## config.mk

```make
export PLATFORM = sky130hd
export DESIGN_NAME = barrett_reduce_pipe_flat
export DESIGN_NICKNAME = d
export VERILOG_FILES = /design/src/rtl/barrett_reduce_pipe_if.sv /design/src/rtl/barrett_reduce_pipe.sv /design/src/flat_wrapper.sv
export SDC_FILE = /design/constraint.sdc
export NUM_CORES = 1
export LEC_CHECK = 0
export BUFFER_PORTS_ARGS = -buffer_cell sky130_fd_sc_hd__buf_4
export CAP_MARGIN = 20
export CORE_MARGIN = 4
export CORE_UTILIZATION = 40
export CTS_CLUSTER_SIZE = 8
export DETAILED_ROUTE_END_ITERATION = 6
export MAX_ROUTING_LAYER = met4
export PLACE_DENSITY = 0.67
export SETUP_SLACK_MARGIN = 0.3
export SYNTH_ARGS = -nofsm -noshare
export SYNTH_HDL_FRONTEND = slang
export SYNTH_SLANG_ARGS = --single-unit
```

## constraint.sdc

```tcl
create_clock -name clk -period 9.4 [get_ports clk]
set_clock_uncertainty 0.2 [all_clocks]
set_input_delay 0.47 -clock clk [delete_from_list [all_inputs] [get_ports clk]]
set_output_delay 0.47 -clock clk [all_outputs]
set_load 0.005 [all_outputs]
```

## src/rtl/barrett_reduce_pipe_if.sv

```systemverilog
// Handshake bundle for barrett_reduce_pipe: an operand stream in, a result stream out.
// RES_W is the width of the result word (OUT_W, or OUT_W+1 when BARRETT_LAZY_EN is defined).
`timescale 1ns/1ps
interface barrett_reduce_pipe_if #(
  parameter int unsigned IN_W  = 46,
  parameter int unsigned RES_W = 23,
  parameter int unsigned TAG_W = 8
);
  logic             in_valid;
  logic             in_ready;
  logic [IN_W-1:0]  in_c;
  logic [TAG_W-1:0] in_tag;
  logic             out_valid;
  logic             out_ready;
  logic [RES_W-1:0] out_r;
  logic [TAG_W-1:0] out_tag;

  // Producer of operands / consumer of results.
  modport master (
    output in_valid, in_c, in_tag, out_ready,
    input  in_ready, out_valid, out_r, out_tag
  );

  // The reducer itself.
  modport slave (
    input  in_valid, in_c, in_tag, out_ready,
    output in_ready, out_valid, out_r, out_tag
  );
endinterface

```

## src/rtl/barrett_reduce_pipe.sv

```systemverilog
// barrett_reduce_pipe: pipelined Barrett reduction R = C mod Q for C < 2^IN_W, with a
// pass-through tag and a global valid/ready stall.
// Optional feature macro: BARRETT_LAZY_EN -- drops the final correction stage, giving a
// 2-cycle latency and a result in [0, 2Q) that is OUT_W+1 bits wide.
`timescale 1ns/1ps
module barrett_reduce_pipe #(
  parameter int unsigned Q     = 8380417,
  parameter int unsigned IN_W  = 46,
  parameter int unsigned OUT_W = 23,
  parameter int unsigned TAG_W = 8
) (
  input logic                 clk,
  input logic                 rst,
  barrett_reduce_pipe_if.slave bus
);

  localparam int unsigned K  = IN_W;
  localparam int unsigned MW = K - OUT_W + 2;
  localparam int unsigned PW = IN_W + MW;
  // r0 lies in [0, 3Q) and 3Q < 2^(OUT_W+2), so OUT_W+2 low bits carry the exact value.
  localparam int unsigned XW = OUT_W + 2;
`ifdef BARRETT_LAZY_EN
  localparam int unsigned RES_W = OUT_W + 1;
`else
  localparam int unsigned RES_W = OUT_W;
`endif

  localparam logic [K:0]    POW_K = {1'b1, {K{1'b0}}};
  localparam logic [K:0]    Q_K   = (K+1)'(Q);
  localparam logic [K:0]    M_K   = POW_K / Q_K;
  localparam logic [PW-1:0] M_P   = PW'(M_K);
  localparam logic [XW-1:0] Q_X   = XW'(Q);

  // One conditional subtraction of Q.
  function automatic logic [XW-1:0] cond_sub(input logic [XW-1:0] x);
    logic [XW-1:0] y;
    if (x >= Q_X) begin
      y = x - Q_X;
    end else begin
      y = x;
    end
    return y;
  endfunction

  logic             adv_s;
  logic [PW-1:0]    p_s;
  logic [XW-1:0]    tq_s;
  logic [XW-1:0]    r0_s;
  logic [XW-1:0]    r1_s;

  logic             s1_valid_r;
  logic [XW-1:0]    s1_c_r;
  logic [XW-1:0]    s1_t_r;
  logic [TAG_W-1:0] s1_tag_r;

  logic             out_valid_r;
  logic [RES_W-1:0] out_r_r;
  logic [TAG_W-1:0] out_tag_r;

  // Whole pipeline moves together; it only freezes when a result is waiting unconsumed.
  assign adv_s         = ~out_valid_r | bus.out_ready;
  assign bus.in_ready  = adv_s & ~rst;
  assign bus.out_valid = out_valid_r;
  assign bus.out_r     = out_r_r;
  assign bus.out_tag   = out_tag_r;

  // Stage-1 datapath: full product C*M; only bits [K+XW-1:K] of it (the quotient estimate's low bits) matter later.
  always_comb begin
    p_s = PW'(bus.in_c) * M_P;
  end

  // Stage 1: capture the low bits of C and the quotient estimate t = (C*M) >> K.
  always_ff @(posedge clk or posedge rst) begin
    if (rst) begin
      s1_valid_r <= 1'b0;
      s1_c_r     <= '0;
      s1_t_r     <= '0;
      s1_tag_r   <= '0;
    end else if (adv_s) begin
      s1_valid_r <= bus.in_valid;
      s1_c_r     <= XW'(bus.in_c);
      s1_t_r     <= XW'(p_s >> K);
      s1_tag_r   <= bus.in_tag;
    end
  end

  // Stage-2 datapath: r0 = C - t*Q computed modulo 2^XW (exact since r0 < 3Q), then one correction.
  always_comb begin
    tq_s = s1_t_r * Q_X;
    r0_s = s1_c_r - tq_s;
    r1_s = cond_sub(r0_s);
  end

`ifdef BARRETT_LAZY_EN

  // Stage 2 is the output register: lazily reduced result in [0, 2Q).
  always_ff @(posedge clk or posedge rst) begin
    if (rst) begin
      out_valid_r <= 1'b0;
      out_r_r     <= '0;
      out_tag_r   <= '0;
    end else if (adv_s) begin
      out_valid_r <= s1_valid_r;
      out_r_r     <= RES_W'(r1_s);
      out_tag_r   <= s1_tag_r;
    end
  end

`else

  logic             s2_valid_r;
  logic [OUT_W:0]   s2_r1_r;
  logic [TAG_W-1:0] s2_tag_r;
  logic [XW-1:0]    r2_s;

  // Stage 2: hold the once-corrected remainder r1 in [0, 2Q).
  always_ff @(posedge clk or posedge rst) begin
    if (rst) begin
      s2_valid_r <= 1'b0;
      s2_r1_r    <= '0;
      s2_tag_r   <= '0;
    end else if (adv_s) begin
      s2_valid_r <= s1_valid_r;
      s2_r1_r    <= (OUT_W+1)'(r1_s);
      s2_tag_r   <= s1_tag_r;
    end
  end

  // Stage-3 datapath: final correction brings the result into [0, Q).
  always_comb begin
    r2_s = cond_sub(XW'(s2_r1_r));
  end

  // Stage 3 is the output register: fully reduced result.
  always_ff @(posedge clk or posedge rst) begin
    if (rst) begin
      out_valid_r <= 1'b0;
      out_r_r     <= '0;
      out_tag_r   <= '0;
    end else if (adv_s) begin
      out_valid_r <= s2_valid_r;
      out_r_r     <= RES_W'(r2_s);
      out_tag_r   <= s2_tag_r;
    end
  end

`endif

endmodule

```

## src/flat_wrapper.sv

```systemverilog
// flat-port wrapper written by rule: the top's interface ports become plain ports
module barrett_reduce_pipe_flat 
#(
  parameter int unsigned Q     = 8380417,
  parameter int unsigned IN_W  = 46,
  parameter int unsigned OUT_W = 23,
  parameter int unsigned TAG_W = 8
)
  (clk, rst, bus_in_valid, bus_in_c, bus_in_tag, bus_out_ready, bus_in_ready, bus_out_valid, bus_out_r, bus_out_tag);
  barrett_reduce_pipe_if #(.IN_W(IN_W), .RES_W((OUT_W)), .TAG_W(TAG_W)) bus_i ();
  input logic clk;
  input logic rst;
  input wire logic [$bits(bus_i.in_valid)-1:0] bus_in_valid;
  input wire logic [$bits(bus_i.in_c)-1:0] bus_in_c;
  input wire logic [$bits(bus_i.in_tag)-1:0] bus_in_tag;
  input wire logic [$bits(bus_i.out_ready)-1:0] bus_out_ready;
  output wire logic [$bits(bus_i.in_ready)-1:0] bus_in_ready;
  output wire logic [$bits(bus_i.out_valid)-1:0] bus_out_valid;
  output wire logic [$bits(bus_i.out_r)-1:0] bus_out_r;
  output wire logic [$bits(bus_i.out_tag)-1:0] bus_out_tag;
  assign bus_i.in_valid = bus_in_valid;
  assign bus_i.in_c = bus_in_c;
  assign bus_i.in_tag = bus_in_tag;
  assign bus_i.out_ready = bus_out_ready;
  assign bus_in_ready = bus_i.in_ready;
  assign bus_out_valid = bus_i.out_valid;
  assign bus_out_r = bus_i.out_r;
  assign bus_out_tag = bus_i.out_tag;
  barrett_reduce_pipe #(.Q(Q), .IN_W(IN_W), .OUT_W(OUT_W), .TAG_W(TAG_W)) u_core (.clk(clk), .rst(rst), .bus(bus_i));
endmodule
```

==> results.json, run 1 <==
{
  "drc": 0,
  "status": "finished, final reports clean",
  "num_vias": 12710,
  "post-route-period-util": 0.8070,
  "yosys_register_bits": 123,
  "max_cap_violations": 0,
  "worstMarginPinSlew_ns": 1.092,
  "final_period_minus_worst_setup_slack_ns": 7.585,
  "synth_async_sr_flop_share": 1.000,
  "layout.nets": 2404,
  "worstSetupStartpointType": "flop",
  "wl_met1_mm": 18.06,
  "critical_path_class": "flop to flop",
  "r2r-start": "u_core.s1_t_r[4]$_DFFE_PP0N_",
  "largest_net_degree_at_the_start_of_global_routing": 88,
  "yosys_warnings": 0,
  "num_antenna_cells": 0,
  "initial_core_util": 0.4065,
  "drt_iter0_drc": 723,
  "route.met3.wl_mm": 1.155,
  "timing.final.max_slew_violations": 0,
  "hold_depth": 3,
  "pin_count": 91,
  "post_cts_setup_bufs": 0,
  "cpMaxStageDelayCell": "sky130_fd_sc_hd__fa_1",
  "total_neg_setup_slack_ns": 0,
  "syn2layout_area_growth_pct": 11.31,
  "final-setup-viol-count": 0,
  "detail_route.wirelength_mm": 40.38,
  "chip_height_microns": 212.2,
  "clkTransAtPathRegs_ns": 0.06,
  "wl_met2_mm": 20.22,
  "netlist-cell-type-count": 86,
  "arrival_ns": 7.72,
  "worstHoldEndpoint": "u_core.s1_tag_r[0]$_DFFE_PP0N_",
  "die_w_microns": 212.2,
  "maxClockFrequency_ghz": 0.1318,
  "worst_ep_required_time_ns": 9.53,
  "hold_path_class": "input port to flop",
  "grt_antenna_before_repair": 0,
  "first_pass_grt_wire_length_mm": 67.64,
  "stages_on_worst_setup_path": 22,
  "rrSetupSlack_ns": 1.81,
  "cts_num_sinks": 123,
  "gpl.final_weighted_congestion": 0.8919,
  "clock_tree_from_tritoncts": "built",
  "global_route.usage.total": 0.1910,
  "htree_num_levels": 4,
  "cts-buffers-inserted": 17,
  "worstPathCellList": "inv_1, fa_1, inv_1, fa_1, ha_1, inv_1, fa_1, fa_1, inv_1, fa_1, fa_1, inv_1, ha_1, a21o_1, a21o_1, or2_2, o221a_2, or3_1, a21oi_1, o31ai_2, a31o_2, a31oi_1",
  "cts_buffer_depth": 2,
  "path_buf_inv": 5,
  "crit_path_max_incr_delay_ns": 0.57,
  "dp_hpwl_mm": 33.25,
  "drt_pre_antenna_iters": 6,
  "synth_largest_type_area_fraction": 0.2409,
  "ff2ff_path_depth": 22,
  "route.top_layer_used": "met4",
  "fin_worst_hold_slack_ns": 0.03765,
  "synthTopCellsByArea": "sky130_fd_sc_hd__ha_1, sky130_fd_sc_hd__fa_1, sky130_fd_sc_hd__dfrtp_1",
  "first_global_vias": 13330,
  "post-synth-top-area-cell": "sky130_fd_sc_hd__ha_1",
  "fp.dieArea_sq_um": 45020,
  "clk_latency_ns": 0.43,
  "cpMostUsedCell": "sky130_fd_sc_hd__fa_1",
  "synth_fp_nets": 2330,
  "rsz0062_at_grt": "no",
  "globalRoute.totalOverflow": 0,
  "drtAntennaViolNets": 0,
  "worst_path_dominant_cell_family": "adder cells",
  "synth-edff-count": 0,
  "placement.io_buffers": 90,
  "drive_gt1_frac": 0.08640,
  "fp.coreArea_sq_um": 41020,
  "synth_ff_type": "sky130_fd_sc_hd__dfrtp_1",
  "synth.avg_cell_area_sq_um": 9.326,
  "finalHoldViolations": 0,
  "drt-vias-per-instance": 5.280,
  "post_cts.resized_instances": 0,
  "detail_route.wl_per_cell_microns": 16.77,
  "worst_min_delay_path_startpoint": "bus_in_tag[0]",
  "crit_fanout": 15,
  "setup.worst_path.end_class": "flop",
  "rows": 74,
  "relSlewSlack": 0.2679,
  "syn-cell-area_sq_um": 16670,
  "clock_tree.root_cell": "sky130_fd_sc_hd__clkbuf_16",
  "worst_reg2reg_path_endpoint": "u_core.s2_r1_r[22]$_DFFE_PP0N_",
  "synthesis.instances": 1788,
  "hold_buffers": 1,
  "sequential_cell_area_fraction_in_the_yosys_report": 0.1846
}
## layout make-up
| cell class | instances | area [sq um] |
|---|---|---|
| clock buffer | 18 | 429.2 |
| clock inverter | 14 | 230.2 |
| fill | 3934 | 22460 |
| inverter | 271 | 1020 |
| multi-input combinational | 1354 | 12420 |
| sequential | 123 | 3078 |
| tap | 532 | 665.6 |
| timing repair buffer | 95 | 715.7 |
## placed cells by master, fill, tap and decap left out, types with 15 or more instances in the layout
| master | synthesis | layout |
|---|---|---|
| sky130_fd_sc_hd__fa_1 | 163 | 163 |
| sky130_fd_sc_hd__nor2_1 | 85 | 85 |
| sky130_fd_sc_hd__nand4_1 | 15 | 15 |
| sky130_fd_sc_hd__nand2_1 | 200 | 200 |
| sky130_fd_sc_hd__o21ai_0 | 84 | 84 |
| sky130_fd_sc_hd__a21oi_1 | 76 | 76 |
| sky130_fd_sc_hd__a31oi_1 | 25 | 25 |
| sky130_fd_sc_hd__clkbuf_16 | 0 | 17 |
| sky130_fd_sc_hd__inv_1 | 271 | 270 |
| sky130_fd_sc_hd__dfrtp_1 | 123 | 123 |
| sky130_fd_sc_hd__nand3_1 | 27 | 27 |
| sky130_fd_sc_hd__xnor2_1 | 52 | 52 |
| sky130_fd_sc_hd__a21o_1 | 26 | 26 |
| sky130_fd_sc_hd__buf_4 | 1 | 94 |
| sky130_fd_sc_hd__xor2_1 | 24 | 24 |
| sky130_fd_sc_hd__ha_1 | 321 | 321 |
| sky130_fd_sc_hd__nor3_1 | 27 | 27 |
| sky130_fd_sc_hd__nand2b_1 | 19 | 18 |
## logic make-up after synthesis
kind of cell	synth area share
simple gates	0.1284
compound gates	0.1341
fa+ha+maj	0.4366
mux	0.003151
xor+xnor	0.04187
flops	0.1846
buf+inv	0.07136
## Yosys cell counts (all sizes together), types with 5 or more instances
cell type  count
o2111ai        5
and3           7
nand2        200
xor2          24
buf            9
nand4         16
xnor2         54
a211oi        16
o21ai         97
fa           163
or4            5
nand2b        20
ha           321
dfrtp        123
o31ai         14
inv          271
o22ai          6
a211o          8
clkbuf        31
a21oi         78
o211ai        11
a31oi         25
or3           13
nor2          85
nor2b         11
o21bai         7
nand3         28
or2            7
nor3          28
a21o          26
o21a          12
nand3b         5
## flip-flops by register name, indices dropped and copies added (netlist names)
name	flops
u_core.bus.out_tag	8
u_core.s1_valid_r	1
u_core.s2_r1_r	24
u_core.bus.out_r	23
u_core.s1_c_r	25
u_core.s1_tag_r	8
u_core.s1_t_r	24
u_core.s2_tag_r	8
u_core.s2_valid_r	1
u_core.bus.out_valid	1
## worst max-delay path by stage
stage	to	from
finish	u_core.s2_r1_r[22]$_DFFE_PP0N_	u_core.s1_t_r[4]$_DFFE_PP0N_
global route	u_core.s2_r1_r[17]$_DFFE_PP0N_	u_core.s1_t_r[5]$_DFFE_PP0N_
CTS	u_core.s2_r1_r[22]$_DFFE_PP0N_	u_core.s1_t_r[4]$_DFFE_PP0N_
detailed placement	u_core.s2_r1_r[16]$_DFFE_PP0N_	u_core.s1_t_r[4]$_DFFE_PP0N_
global placement	u_core.s2_r1_r[16]$_DFFE_PP0N_	u_core.s1_t_r[4]$_DFFE_PP0N_
floorplan	u_core.s2_r1_r[13]$_DFFE_PP0N_	u_core.s1_t_r[4]$_DFFE_PP0N_
## routing by layer
metal / global-route usage / up-vias
met5: - / -
met4: 0.04650 / 0
met3: 0.01933 / 62
met2: 0.3271 / 257
met1: 0.2448 / 6185
li1: - / 6204
## worst min-delay path: stages
cell	delay [ns]
sky130_fd_sc_hd__buf_4	0.08
sky130_fd_sc_hd__nand2_1	0.04
sky130_fd_sc_hd__nand2_1	0.05
## metrics by stage
stage | instances | utilization | cell area (sq um) | setup slack, ns
global route | 2407 | 0.4525 | 18560 | 1.358
floorplan | 1788 | - | 16670 | 2.438
global placement | 2374 | 0.4362 | 17890 | 2.029
detailed placement | 2374 | 0.4362 | 17890 | 1.906
CTS | 2407 | 0.4525 | 18560 | 1.832
finish | 2407 | 0.4525 | 18560 | 1.815
Power of run 1 is not shown: default switching activity piles up to over one toggle a cycle in this logic, so the estimate is an artifact.
==> run 2: changes to the inputs <==
==> constraint.sdc (replaced) <==
create_clock -name clk -period 7.8 [get_ports clk]
set_clock_uncertainty 0.2 [all_clocks]
set_input_delay 0.39 -clock clk [delete_from_list [all_inputs] [get_ports clk]]
set_output_delay 0.39 -clock clk [all_outputs]
set_load 0.005 [all_outputs]
==> run 2 against run 1 <==
Net effect: final area rose by 0.43%; register-to-register slack got worse by 1.2 ns; die area did not move; setup slack got worse by 1.2 ns; hold slack improved by 0.052 ns; largest cell class unchanged; first-iteration DRC count fell by 11%; non-clock buffer count rose by 10.
==> results.json, run 2 (synthesized netlist as in run 1, its figures left out) <==
{
  "biggestRegsByFlops": "u_core.s1_c_r x25, u_core.s1_t_r x24, u_core.s2_r1_r x24",
  "max_cap_violations": 0,
  "layout_commonest_cell": "sky130_fd_sc_hd__ha_1",
  "crit_path_max_incr_delay_ns": 0.64,
  "crit_fanout": 12,
  "layout.nets": 2415,
  "relSlewSlack": 0.3211,
  "dp_hpwl_mm": 33.47,
  "finalHoldViolations": 0,
  "clk_latency_ns": 0.43,
  "worst_ep_required_time_ns": 7.93,
  "cts_num_sinks": 123,
  "worstPathCellList": "inv_1, fa_2, fa_1, fa_1, fa_1, fa_1, inv_1, fa_1, fa_1, inv_1, ha_1, and3_1, nand2_1, a211oi_2, nor2_1, xnor2_1, nand3_2, o31a_4, or4b_1, a31oi_1",
  "fp.coreArea_sq_um": 41020,
  "fin_worst_hold_slack_ns": 0.08931,
  "globalRoute.totalOverflow": 0,
  "largest_net_degree_at_the_start_of_global_routing": 81,
  "detail_route.wirelength_mm": 40.90,
  "highest_count_cells_in_the_layout_ignoring_fill_and_taps": "sky130_fd_sc_hd__ha_1, sky130_fd_sc_hd__inv_1, sky130_fd_sc_hd__nand2_1, sky130_fd_sc_hd__fa_1, sky130_fd_sc_hd__dfrtp_1",
  "largest_register_ffs": 25,
  "grt_antenna_before_repair": 0,
  "die_w_microns": 212.2,
  "critical_path_class": "flop to flop",
  "cts-buffers-inserted": 17,
  "rows": 74,
  "pin_count": 91,
  "chip_height_microns": 212.2,
  "total_neg_setup_slack_ns": 0,
  "largest_register_by_flop_count": "u_core.s1_c_r",
  "startpoint": "u_core.s1_t_r[5]$_DFFE_PP0N_",
  "first_global_vias": 13200,
  "drt_iter0_drc": 640,
  "fp.dieArea_sq_um": 45020,
  "stages_on_worst_setup_path": 20,
  "clock_tree.root_cell": "sky130_fd_sc_hd__clkbuf_16",
  "final-setup-viol-count": 0,
  "final_period_minus_worst_setup_slack_ns": 7.212,
  "clock_tree_from_tritoncts": "built",
  "hold_path_class": "input port to flop",
  "arrival_ns": 7.34,
  "post-route-period-util": 0.9246,
  "fin_cells": 2418,
  "ff2ff_path_depth": 20,
  "hold_depth": 3,
  "syn2layout_area_growth_pct": 11.79,
  "drt-vias-per-instance": 5.318,
  "setup.worst_path.end_class": "flop",
  "first_pass_grt_wire_length_mm": 67.35,
  "placement.io_buffers": 90,
  "worstSetupStartpointType": "flop",
  "detail_route.wl_per_cell_microns": 16.91,
  "timing.final.max_slew_violations": 0,
  "cts_buffer_depth": 2,
  "clkTransAtPathRegs_ns": 0.06,
  "drt_pre_antenna_iters": 5,
  "drtAntennaViolNets": 0,
  "path_buf_inv": 3,
  "rsz0062_at_grt": "no",
  "dp_cells": 2374,
  "htree_num_levels": 4,
  "num_vias": 12860,
  "cpMaxStageDelayCell": "sky130_fd_sc_hd__fa_2",
  "num_antenna_cells": 0,
  "worstMarginPinSlew_ns": 1.016,
  "r2r-start": "u_core.s1_t_r[5]$_DFFE_PP0N_",
  "worst_min_delay_path_startpoint": "bus_in_c[11]",
  "cpMostUsedCell": "sky130_fd_sc_hd__fa_1",
  "drive_gt1_frac": 0.08908,
  "initial_core_util": 0.4065,
  "status": "finished, final reports clean",
  "drc": 0,
  "maxClockFrequency_ghz": 0.1387,
  "global_route.usage.total": 0.1911,
  "gpl.final_weighted_congestion": 0.9052,
  "worst_path_dominant_cell_family": "adder cells"
}
[run 2: cell types whose count changed in the layout (fill, tap and decap cells not counted), sizes merged]
cell,before,now
dlygate4sd3,1,10
buf,94,95
o31a,3,4
clkinvlp,1,2
clkinv,2,3
bufinv,5,3
[run 2: what timing repair did]
item	CTS	global route
setup buffers	0	1
resized for setup	0	7
endpoints found under the setup margin	0	22
hold buffers	10	0
hold endpoints to repair	59	0
[run 2: routing by layer]
| layer | routed length, microns | track usage | vias up | part of all wire |
|---|---|---|---|---|
| met4 | 848 | 0.04605 | 0 | 0.021 |
| met2 | 20750 | 0.3290 | 266 | 0.51 |
| met3 | 1142 | 0.01461 | 49 | 0.028 |
| met5 | 0 | - | - | 0 |
| met1 | 18160 | 0.2467 | 6304 | 0.44 |
| li1 | - | - | 6239 | - |
[run 2: final timing paths]
check	to	slack (ns)
worst max register to register	u_core.s2_r1_r[11]$_DFFE_PP0N_	0.59
worst min register to register	u_core.s2_tag_r[2]$_DFFE_PP0N_	0.27
min in group asynchronous	u_core.bus.out_r[18]$_DFFE_PP0N_	0.44
worst max-delay path	u_core.s2_r1_r[11]$_DFFE_PP0N_	0.59
max in group asynchronous	u_core.s1_c_r[2]$_DFFE_PP0N_	5.58
worst min-delay path	u_core.s1_c_r[11]$_DFFE_PP0N_	0.09
[run 2: worst min-delay path: cells and delay by family]
family / cells / cell delay, ns
AND/OR/NAND/NOR: 1 / 0.06
AO/OA/AOI/OAI: 1 / 0.06
buffers and inverters: 1 / 0.16
[run 2: metrics by stage]
stage	util	worst slack [ns]	cell area, sq um
2_1_floorplan	-	0.8381	16670
3_3_place_gp	0.4362	0.4963	17890
3_5_place_dp	0.4362	0.4502	17890
4_1_cts	0.4535	0.4290	18600
5_1_grt	0.4545	0.2847	18640
6_report	0.4545	0.5883	18640
[run 2: area by class of cell]
type | count | area (sq um)
fillers | 3944 | 22380
multi-input cells | 1355 | 12450
flip-flops and latches | 123 | 3078
inverters | 271 | 1020
repair buffers | 105 | 813.3
well taps | 532 | 665.6
clock buffers | 18 | 429.2
clock inverters | 14 | 182.7
Power of run 2 is left out for the same reason.
==> run 3: changes to the inputs <==
--- a/config.mk
+++ b/config.mk
@@ -7,12 +7,12 @@
 export LEC_CHECK = 0
 export BUFFER_PORTS_ARGS = -buffer_cell sky130_fd_sc_hd__buf_4
 export CAP_MARGIN = 20
-export CORE_MARGIN = 4
+export CORE_MARGIN = 2
 export CORE_UTILIZATION = 40
 export CTS_CLUSTER_SIZE = 8
 export DETAILED_ROUTE_END_ITERATION = 6
 export MAX_ROUTING_LAYER = met4
-export PLACE_DENSITY = 0.67
+export PLACE_DENSITY = 0.69
 export SETUP_SLACK_MARGIN = 0.3
 export SYNTH_ARGS = -nofsm -noshare
 export SYNTH_HDL_FRONTEND = slang
==> constraint.sdc (replaced) <==
create_clock -name clk -period 5.8 [get_ports clk]
set_clock_uncertainty 0.2 [all_clocks]
set_input_delay 0.29 -clock clk [delete_from_list [all_inputs] [get_ports clk]]
set_output_delay 0.29 -clock clk [all_outputs]
set_load 0.005 [all_outputs]
==> run 3 against run 2 <==
Net effect: the run now ends with DRC, setup timing left; flip-flop and latch count unchanged; wire length increased by 4.3%; cell count increased by 6.1%; setup slack got worse by 1.4 ns; global-route usage increased by 1.6 points; critical path depth increased by 1; register-to-register slack got worse by 1.4 ns; first-iteration DRC count decreased by 9.8%; final area increased by 7.7%; fmax increased by 8.9%; non-clock buffer count increased by 145.
==> results.json, run 3 (synthesized netlist as in run 1, its figures left out) <==
{
  "layout_commonest_cell": "sky130_fd_sc_hd__ha_1",
  "fin_cells": 2565,
  "cts_num_sinks": 123,
  "first_pass_grt_wire_length_mm": 69.99,
  "fin_worst_hold_slack_ns": 0.01901,
  "largest_net_degree_at_the_start_of_global_routing": 84,
  "worstPathCellList": "inv_2, fa_1, fa_1, fa_1, fa_1, fa_1, inv_1, fa_1, fa_1, inv_2, ha_4, buf_6, a21o_1, or2_4, o221a_4, or3_4, a21oi_4, o31a_4, buf_6, o31ai_4, a31oi_1",
  "clkTransAtPathRegs_ns": 0.06,
  "clock_tree_from_tritoncts": "built",
  "die_w_microns": 208.2,
  "cts_buffer_depth": 2,
  "post-route-period-util": 1.142,
  "final-setup-viol-count": 24,
  "failed_checks": "DRC, setup timing",
  "critical_path_class": "flop to flop",
  "detail_route.wl_per_cell_microns": 16.63,
  "initial_core_util": 0.4065,
  "total_neg_setup_slack_ns": -18.08,
  "clock_tree.root_cell": "sky130_fd_sc_hd__clkbuf_16",
  "timing.final.max_slew_violations": 0,
  "worstSetupStartpointType": "flop",
  "fp.dieArea_sq_um": 43340,
  "rsz0062_at_grt": "yes",
  "crit_fanout": 7,
  "dp_hpwl_mm": 34.63,
  "placement.io_buffers": 90,
  "grt_antenna_before_repair": 1,
  "fp.coreArea_sq_um": 41020,
  "biggestRegsByFlops": "u_core.s1_c_r x25, u_core.s1_t_r x24, u_core.s2_r1_r x24",
  "relSlewSlack": 0.3484,
  "cpMaxStageDelayCell": "sky130_fd_sc_hd__fa_1",
  "drtAntennaViolNets": 0,
  "drive_gt1_frac": 0.1683,
  "worstMarginPinSlew_ns": 0.9715,
  "syn2layout_area_growth_pct": 20.39,
  "worst_ep_required_time_ns": 5.94,
  "status": "finished with violations",
  "finalHoldViolations": 0,
  "setup.worst_path.end_class": "flop",
  "chip_height_microns": 208.2,
  "arrival_ns": 6.77,
  "rows": 74,
  "global_route.usage.total": 0.2067,
  "crit_path_max_incr_delay_ns": 0.59,
  "num_vias": 13240,
  "htree_num_levels": 4,
  "hold_path_class": "input port to flop",
  "final_period_minus_worst_setup_slack_ns": 6.624,
  "largest_register_ffs": 25,
  "max_cap_violations": 0,
  "clk_latency_ns": 0.43,
  "gpl.final_weighted_congestion": 0.9291,
  "largest_register_by_flop_count": "u_core.s1_c_r",
  "first_global_vias": 13910,
  "drc": 1,
  "worst_path_dominant_cell_family": "adder cells",
  "detail_route.wirelength_mm": 42.65,
  "path_buf_inv": 5,
  "worst_slack_placed_ns": -1.027,
  "drt_pre_antenna_iters": 7,
  "slack_of_the_critical_path_ns": -0.8235,
  "layout.nets": 2561,
  "pin_count": 91,
  "cts-buffers-inserted": 17,
  "drt-vias-per-instance": 5.162,
  "maxClockFrequency_ghz": 0.1510,
  "drt_iter0_drc": 577,
  "highest_count_cells_in_the_layout_ignoring_fill_and_taps": "sky130_fd_sc_hd__ha_1, sky130_fd_sc_hd__inv_1, sky130_fd_sc_hd__buf_4, sky130_fd_sc_hd__nand2_1, sky130_fd_sc_hd__fa_1",
  "cpMostUsedCell": "sky130_fd_sc_hd__fa_1",
  "dp_cells": 2494,
  "globalRoute.totalOverflow": 0
}
[run 3: cell count changes in the layout (fill, tap and decap cells not counted), moves of 4 or more]
cell / change
sky130_fd_sc_hd__buf_4: +122
sky130_fd_sc_hd__buf_6: +13
sky130_fd_sc_hd__dlygate4sd3_1: +10
sky130_fd_sc_hd__ha_1: -4
sky130_fd_sc_hd__inv_1: -9
sky130_fd_sc_hd__inv_2: +9
[run 3: layout make-up]
class / instances / area, sq um
antenna: 1 / 2.502
clock buffer: 19 / 432.9
clock inverter: 13 / 191.4
fill: 3777 / 20940
inverter: 271 / 1020
multi-input combinational: 1356 / 12710
sequential: 123 / 3080
tap: 532 / 665.6
timing repair buffer: 250 / 1976
[run 3: timing repair]
action	4_1_cts	5_1_grt
buffers inserted	10	6
hold endpoints to repair	90	0
resized for setup	19	32
cloned	2	0
hold buffers	20	0
setup endpoints to repair	24	32
pin swaps	17	21
[run 3: worst paths after layout]
| kind | startpoint | endpoint | slack (ns) | cells after the start |
|---|---|---|---|---|
| min reg2reg | u_core.s2_tag_r[6]$_DFFE_PP0N_ | u_core.s2_tag_r[6]$_DFFE_PP0N_ | 0.27 | 2 |
| max reg2reg | u_core.s1_t_r[6]$_DFFE_PP0N_ | u_core.s2_r1_r[12]$_DFFE_PP0N_ | -0.82 | 21 |
| max | u_core.s1_t_r[6]$_DFFE_PP0N_ | u_core.s2_r1_r[12]$_DFFE_PP0N_ | -0.82 | 21 |
| min | bus_in_c[9] | u_core.s1_c_r[9]$_DFFE_PP0N_ | 0.02 | 3 |
| min in group asynchronous | rst | u_core.bus.out_tag[0]$_DFFE_PP0N_ | 0.43 | 3 |
| max in group asynchronous | rst | u_core.s1_t_r[2]$_DFFE_PP0N_ | 3.73 | 4 |
[run 3: through the flow]
| stage | cell area, sq um | utilization |
|---|---|---|
| final | 20080 | 0.4894 |
| after global routing | 20080 | 0.4894 |
| after CTS | 19900 | 0.4852 |
| after detailed placement | 18880 | 0.4603 |
| after global placement | 18880 | 0.4603 |
| after floorplan | 16760 | - |
[run 3: layer usage]
metal  routed length, microns  track usage  vias up
li1                         -            -     6527
met1                    18670       0.2510     6366
met2                    21350       0.3587      277
met3                     1520      0.02657       71
met4                     1115      0.06252        0
met5                        0            -        -
[run 3: worst reg2reg max path: cells and delay by family (launching register included)]
| kind | cells | cell delay, ns |
|---|---|---|
| AO/OA/AOI/OAI | 6 | 1.17 |
| adder cells (fa/ha/maj) | 8 | 3.75 |
| buffers and inverters | 5 | 0.42 |
| flip-flops | 1 | 0.36 |
| AND/OR/NAND/NOR | 2 | 0.63 |
Power of run 3 is left out for the same reason.
